**src/rtl/key_expansion.sv**
```systemverilog
// AES-128 key expansion sequencer: streams round keys 0..10 over valid/ready.
// Define KEY_EXP_STORE_EN to keep all 11 round keys for reverse-order readout.

module key_schedule (
    input  logic [127:0] key,
    input  logic [11:0]  round_num,
    output logic [31:0]  g
);

    function automatic logic [7:0] gf_mul(input logic [7:0] a, input logic [7:0] b);
        logic [7:0] p;
        logic [7:0] x;
        p = 8'h00;
        x = a;
        for (int i = 0; i < 8; i++) begin
            p = p ^ (x & {8{b[i]}});
            x = {x[6:0], 1'b0} ^ (8'h1b & {8{x[7]}});
        end
        return p;
    endfunction

    // S-box as GF(2^8) inverse (a^254) followed by the affine map
    function automatic logic [7:0] sbox(input logic [7:0] a);
        logic [7:0] r;
        logic [7:0] s;
        r = 8'h01;
        s = a;
        for (int i = 1; i < 8; i++) begin
            s = gf_mul(s, s);
            r = gf_mul(r, s);
        end
        return r ^ {r[6:0], r[7]} ^ {r[5:0], r[7:6]} ^ {r[4:0], r[7:5]}
                 ^ {r[3:0], r[7:4]} ^ 8'h63;
    endfunction

    function automatic logic [7:0] rcon(input logic [11:0] rn);
        logic [7:0] c;
        case (rn)
            12'd1:   c = 8'h01;
            12'd2:   c = 8'h02;
            12'd3:   c = 8'h04;
            12'd4:   c = 8'h08;
            12'd5:   c = 8'h10;
            12'd6:   c = 8'h20;
            12'd7:   c = 8'h40;
            12'd8:   c = 8'h80;
            12'd9:   c = 8'h1b;
            12'd10:  c = 8'h36;
            default: c = 8'h00;
        endcase
        return c;
    endfunction

    logic [31:0] w3_s;
    logic        unused_key_s;

    assign w3_s         = key[31:0];
    assign unused_key_s = ^key[127:32];
    assign g = {sbox(w3_s[23:16]) ^ rcon(round_num), sbox(w3_s[15:8]),
                sbox(w3_s[7:0]), sbox(w3_s[31:24])};

endmodule

module key_expansion #(
    parameter int NUM_ROUNDS = 10
) (
    input  logic         clk,
    input  logic         rst,
    input  logic         start,
    input  logic [127:0] key_in,
    output logic         busy,
    output logic         rk_valid,
    input  logic         rk_ready,
    output logic [127:0] rk,
    output logic [3:0]   rk_idx,
    output logic         done
`ifdef KEY_EXP_STORE_EN
    ,
    input  logic [3:0]   rd_addr,
    output logic [127:0] rd_data,
    output logic         store_valid
`endif
);

    if (NUM_ROUNDS != 10) begin : g_bad_rounds
        $error("key_expansion: NUM_ROUNDS must be 10");
    end

    localparam logic [3:0] LAST_IDX = 4'(NUM_ROUNDS);

    typedef enum logic [0:0] {
        ST_IDLE = 1'b0,
        ST_EMIT = 1'b1
    } state_t;

    state_t        state_r;
    state_t        state_nxt_s;
    logic [127:0]  rk_r;
    logic [127:0]  rk_nxt_s;
    logic [3:0]    rk_idx_r;
    logic [3:0]    rk_idx_nxt_s;
    logic          rk_valid_r;
    logic          rk_valid_nxt_s;
    logic          busy_r;
    logic          busy_nxt_s;
    logic          done_r;
    logic          done_nxt_s;
    logic          load_s;
    logic          accept_s;
    logic          hs_s;
    logic          last_s;
    logic [31:0]   g_s;
    logic [31:0]   n0_s;
    logic [31:0]   n1_s;
    logic [31:0]   n2_s;
    logic [31:0]   n3_s;

    assign hs_s     = rk_valid_r & rk_ready;
    assign last_s   = (rk_idx_r == LAST_IDX);
    assign accept_s = (state_r == ST_IDLE) & start;

    // round_num is built from the same registers as the key, so they always agree
    key_schedule u_key_schedule (
        .key       (rk_r),
        .round_num ({8'd0, rk_idx_r + 4'd1}),
        .g         (g_s)
    );

    assign n0_s = rk_r[127:96] ^ g_s;
    assign n1_s = rk_r[95:64]  ^ n0_s;
    assign n2_s = rk_r[63:32]  ^ n1_s;
    assign n3_s = rk_r[31:0]   ^ n2_s;

    // State register
    always_ff @(posedge clk) begin
        if (rst) begin
            state_r <= ST_IDLE;
        end else begin
            state_r <= state_nxt_s;
        end
    end

    // Next-state logic
    always_comb begin
        state_nxt_s = state_r;
        case (state_r)
            ST_IDLE: begin
                if (start) begin
                    state_nxt_s = ST_EMIT;
                end else begin
                    state_nxt_s = ST_IDLE;
                end
            end
            ST_EMIT: begin
                if (hs_s && last_s) begin
                    state_nxt_s = ST_IDLE;
                end else begin
                    state_nxt_s = ST_EMIT;
                end
            end
            default: state_nxt_s = ST_IDLE;
        endcase
    end

    // Output logic: next values of the registered outputs
    always_comb begin
        rk_nxt_s       = rk_r;
        rk_idx_nxt_s   = rk_idx_r;
        rk_valid_nxt_s = 1'b0;
        busy_nxt_s     = 1'b0;
        done_nxt_s     = 1'b0;
        load_s         = 1'b0;
        case (state_r)
            ST_IDLE: begin
                if (start) begin
                    rk_nxt_s       = key_in;
                    rk_idx_nxt_s   = 4'd0;
                    rk_valid_nxt_s = 1'b1;
                    busy_nxt_s     = 1'b1;
                    load_s         = 1'b1;
                end else begin
                    rk_valid_nxt_s = 1'b0;
                end
            end
            ST_EMIT: begin
                if (hs_s && last_s) begin
                    done_nxt_s = 1'b1;
                end else if (hs_s) begin
                    rk_nxt_s       = {n0_s, n1_s, n2_s, n3_s};
                    rk_idx_nxt_s   = rk_idx_r + 4'd1;
                    rk_valid_nxt_s = 1'b1;
                    busy_nxt_s     = 1'b1;
                    load_s         = 1'b1;
                end else begin
                    rk_valid_nxt_s = 1'b1;
                    busy_nxt_s     = 1'b1;
                end
            end
            default: begin
                rk_valid_nxt_s = 1'b0;
            end
        endcase
    end

    // Output registers
    always_ff @(posedge clk) begin
        if (rst) begin
            rk_r       <= 128'd0;
            rk_idx_r   <= 4'd0;
            rk_valid_r <= 1'b0;
            busy_r     <= 1'b0;
            done_r     <= 1'b0;
        end else begin
            rk_r       <= rk_nxt_s;
            rk_idx_r   <= rk_idx_nxt_s;
            rk_valid_r <= rk_valid_nxt_s;
            busy_r     <= busy_nxt_s;
            done_r     <= done_nxt_s;
        end
    end

    assign rk       = rk_r;
    assign rk_idx   = rk_idx_r;
    assign rk_valid = rk_valid_r;
    assign busy     = busy_r;
    assign done     = done_r;

`ifdef KEY_EXP_STORE_EN
    logic [127:0] store_r [0:10];
    logic [127:0] rd_data_r;
    logic         store_valid_r;

    // Key store: written alongside the output register, so each entry lands as its key turns valid
    always_ff @(posedge clk) begin
        if (!rst && load_s) begin
            store_r[rk_idx_nxt_s] <= rk_nxt_s;
        end
    end

    // Registered readout; out-of-range addresses return zero
    always_ff @(posedge clk) begin
        if (rst) begin
            rd_data_r <= 128'd0;
        end else if (rd_addr <= LAST_IDX) begin
            rd_data_r <= store_r[rd_addr];
        end else begin
            rd_data_r <= 128'd0;
        end
    end

    // Complete-set flag
    always_ff @(posedge clk) begin
        if (rst) begin
            store_valid_r <= 1'b0;
        end else if (accept_s) begin
            store_valid_r <= 1'b0;
        end else if (done_nxt_s) begin
            store_valid_r <= 1'b1;
        end else begin
            store_valid_r <= store_valid_r;
        end
    end

    assign rd_data     = rd_data_r;
    assign store_valid = store_valid_r;
`else
    logic unused_store_s;
    assign unused_store_s = load_s ^ accept_s;
`endif

endmodule

```
**config.mk**
```make
export PLATFORM = sky130hd
export DESIGN_NAME = key_expansion
export DESIGN_NICKNAME = d
export VERILOG_FILES = /design/src/rtl/key_expansion.sv
export SDC_FILE = /design/constraint.sdc
export NUM_CORES = 2
export LEC_CHECK = 0
export CAP_MARGIN = 10
export CORE_ASPECT_RATIO = 0.9
export CORE_MARGIN = 2
export CORE_UTILIZATION = 60
export DETAILED_ROUTE_END_ITERATION = 16
export HOLD_SLACK_MARGIN = 0.1
export PLACE_DENSITY = 0.79
export SYNTH_ARGS = -nofsm -noshare
export SYNTH_HDL_FRONTEND = slang
export SYNTH_SLANG_ARGS = --single-unit
```
**constraint.sdc**
```tcl
create_clock -name clk -period 34.1 [get_ports clk]
set_input_delay 3.41 -clock clk [delete_from_list [all_inputs] [get_ports clk]]
set_output_delay 3.41 -clock clk [all_outputs]
set_load 0.1 [all_outputs]
```
==> impl_metrics.csv <==
group,metric,value,unit
status,status,"finished, final reports clean",
place,placed_cell_area,73610,sq um
yosys,synth-seq-cells,134,
route,ant_nets,0,
global_routing,grt_pass1_vias,61630,
die,num_rows,118,
cts,clkSinkCount,134,
yosys,yosysMostFrequentCell,"xnor2_1",
route,dr.pass1.iters,6,
global_routing,gr-total-overflow,0,
worst_hold_path,hold_class,"register to register",
timing,maxSlewViolCount,0,
die,dieWidth,363.7,microns
route,wl_per_cell,19.85,microns
critical_path,path_max_fanout,23,
timing,max_freq,0.04006,GHz
yosys,yosys_warnings,0,
critical_path,crit_family,"XOR/XNOR gates",
route,avgViaCountPerCell,6.100,
critical_path,crit-reg2reg-launch,"rk[7]",
global_routing,grt_pass1_wl,335000,microns
layout,nNetsFinal,9474,
yosys,netlist_instances,9172,
yosys,synth_edf_count,0,
layout,drive_gt1_share,5.530,%
critical_path,path_class,"register to register",
yosys,syn_nets,9582,
cts,cts_max_level,4,
critical_path,critical_path.max_stage_delay,0.82,ns
critical_path,cp_common_cell,"xnor2_1",
layout,fillers,9816,
yosys,async_flop_share,0,%
critical_path,cp.arrival,25.31,ns
die,core_area,115300,sq um
cts,clockBufferDepth,2,
die,initial_utilization,60.60,%
timing,hold_viol_final,0,
layout,post-route-util,64.40,%
yosys,synth_flop_cell,"dfxtp_1",
yosys,synth_top_area_cell,"xnor2_1",
critical_path,setup.worst_path.start_class,"register",
timing,holdWs,0.4847,ns
critical_path,cp_data_required_time,34.45,ns
cts,clk_latency,0.50,ns
worst_hold_path,holdPathEnd,"rk[99]",
cts,root_buffer,"clkbuf_16",
route,totalWireLength,211200,microns
cts,cts_buffers,17,
timing,slew_headroom,17.14,%
global_routing,grt_max_degree,81,
timing,finalSetupTns,0,ns
place,port_buffers,266,
worst_hold_path,worstHoldStart,"rk[99]",
critical_path,cpMaxStageDelayCell,"ha_1",
place,place_congestion,0.9962,
yosys,synth_cell_types,106,
critical_path,worst-path-buf-inv,17,
critical_path,reg2regPathDepth,80,
place,place_hpwl,156600,microns
worst_hold_path,min_delay_path_depth,2,
yosys,synth_commonest_cells,"xnor2_1 (1869), nor2_1 (1480), nand2_1 (963), xor2_1 (645), xnor3_1 (432)",
cts,clkTransAtPathRegs,0.08,ns
yosys,synth_area_per_cell,7.619,sq um
cts,post_cts_buffers,0,
die,die_h,327.8,microns
yosys,synth_top_area_share,23.42,%
cts,postCtsHoldBufs,0,
timing,tightestPinTransition,1.239,ns
timing,period_needed,24.96,ns
layout,syn2layout_area_growth,6.267,%
yosys,synthTopCellsByArea,"xnor2_1 (23%), xnor3_1 (14%), xor2_1 (8.1%)",
die,die_area,119200,sq um
cts,ctsResizeCount,0,
route,drc,0,
timing,clock_skew,0.02329,ns
critical_path,r2r_slack,9.14,ns
layout,final_area,74260,sq um
global_routing,grt_usage,34.08,%
route,vias,64910,
yosys,seq_area_frac_synth,3.839,%
die,io_pins,267,
yosys,synth_area,69880,sq um
timing,post-route-period-util,73.20,%
critical_path,r2r-end,"rk[11]",
global_routing,antenna_found_initial,5,
critical_path,cp-end-kind,"register",
route,drt-initial-drc-count,7355,
cts,cts_tree,"done",
timing,setup_violations,0,
timing,grt_setup_unrepaired,"false",
run,drv_cap,0,
[worst reg2reg max path: cells and delay by family, from the launching register on]
kind | cells | cell delay [ns]
AO/OA/AOI/OAI | 8 | 1.58
XOR/XNOR | 35 | 9.93
adder cells (fa/ha/maj) | 13 | 6.55
buffers and inverters | 17 | 4.91
flip-flops | 1 | 0.78
multiplexers | 1 | 0.13
AND/OR/NAND/NOR | 6 | 0.94
[sequential cells by signal, summed over array words and instances (netlist names)]
register	cells
rk_idx	4
busy	1
rk	128
done	1
[through the flow]
| step | setup WS, ns | instances |
|---|---|---|
| 6_report | 9.140 | 10640 |
| 5_1_grt | 7.645 | 10640 |
| 4_1_cts | 9.551 | 10640 |
| 3_5_place_dp | 9.739 | 10600 |
| 3_3_place_gp | 10.42 | 10600 |
| 2_1_floorplan | 12.15 | 9172 |
[worst max-delay path by stage]
stage	start	to	slack, ns	cells after the start
5_1_grt	rk[7]	rk[11]	7.65	79
2_1_floorplan	rk[7]	rk[9]	12.15	94
4_1_cts	rk[7]	rk[11]	9.55	80
3_5_place_dp	rk[7]	rk[11]	9.74	80
6_report	rk[7]	rk[11]	9.14	80
3_3_place_gp	rk[7]	rk[11]	10.42	80
[area by class of cell]
cell class	instances	area [sq um]	area share [%]
clock inverter	12	166.4	0.2241
sequential	134	2686	3.617
multi-input combinational	8147	63700	85.78
inverter	299	1130	1.521
antenna	3	7.507	0.01011
tap	1560	1952	2.628
timing repair buffer	465	4150	5.589
clock buffer	20	466.7	0.6285
[routing by layer]
layer,vias to the layer above,track usage [%],wire (microns)
met5,-,0,13
met4,2,12.05,7753
met3,503,5.462,20010
met2,3217,54.54,94590
met1,30870,46.41,88870
li1,30320,-,-
[kinds of logic after synthesis]
kind of cell / Yosys count / share of synthesized area, %
xor+xnor: 3136 / 51.16
fa+ha+maj: 278 / 4.977
simple gates: 3212 / 19.65
buf+inv: 891 / 5.294
mux: 186 / 2.782
compound gates: 1335 / 12.29
flops: 134 / 3.839
[cell usage in the layout (no fill, tap or decap), types with 21 or more instances in the layout]
master and instances:
xor2_1 644, and2_1 45, mux2i_1 138, o211ai_1 56, dfxtp_1 133, a31oi_1 68
xor3_1 76, and3_1 32, o21ai_0 247, o22ai_1 119, o32ai_1 25, o21a_1 25
xnor2_2 80, nand2b_1 79, nand2_1 962, a21oi_1 387, nor4_1 25, or3_1 38
xnor3_2 21, a221oi_1 29, a22oi_1 52, a21o_1 25, nor2b_1 102, nand3_1 154
mux2_2 45, clkdlybuf4s50_1 262, xnor3_1 432, a211oi_1 61, buf_4 202, xnor2_1 1846
inv_1 235, nand3b_1 24, a32oi_1 22, ha_1 278, inv_2 32, nor2_1 1479
clkinv_1 29, nor3_1 178
Power is left out: the tool's default activity adds up to more than one toggle a clock period on the data nets, which glitch-free logic cannot reach.
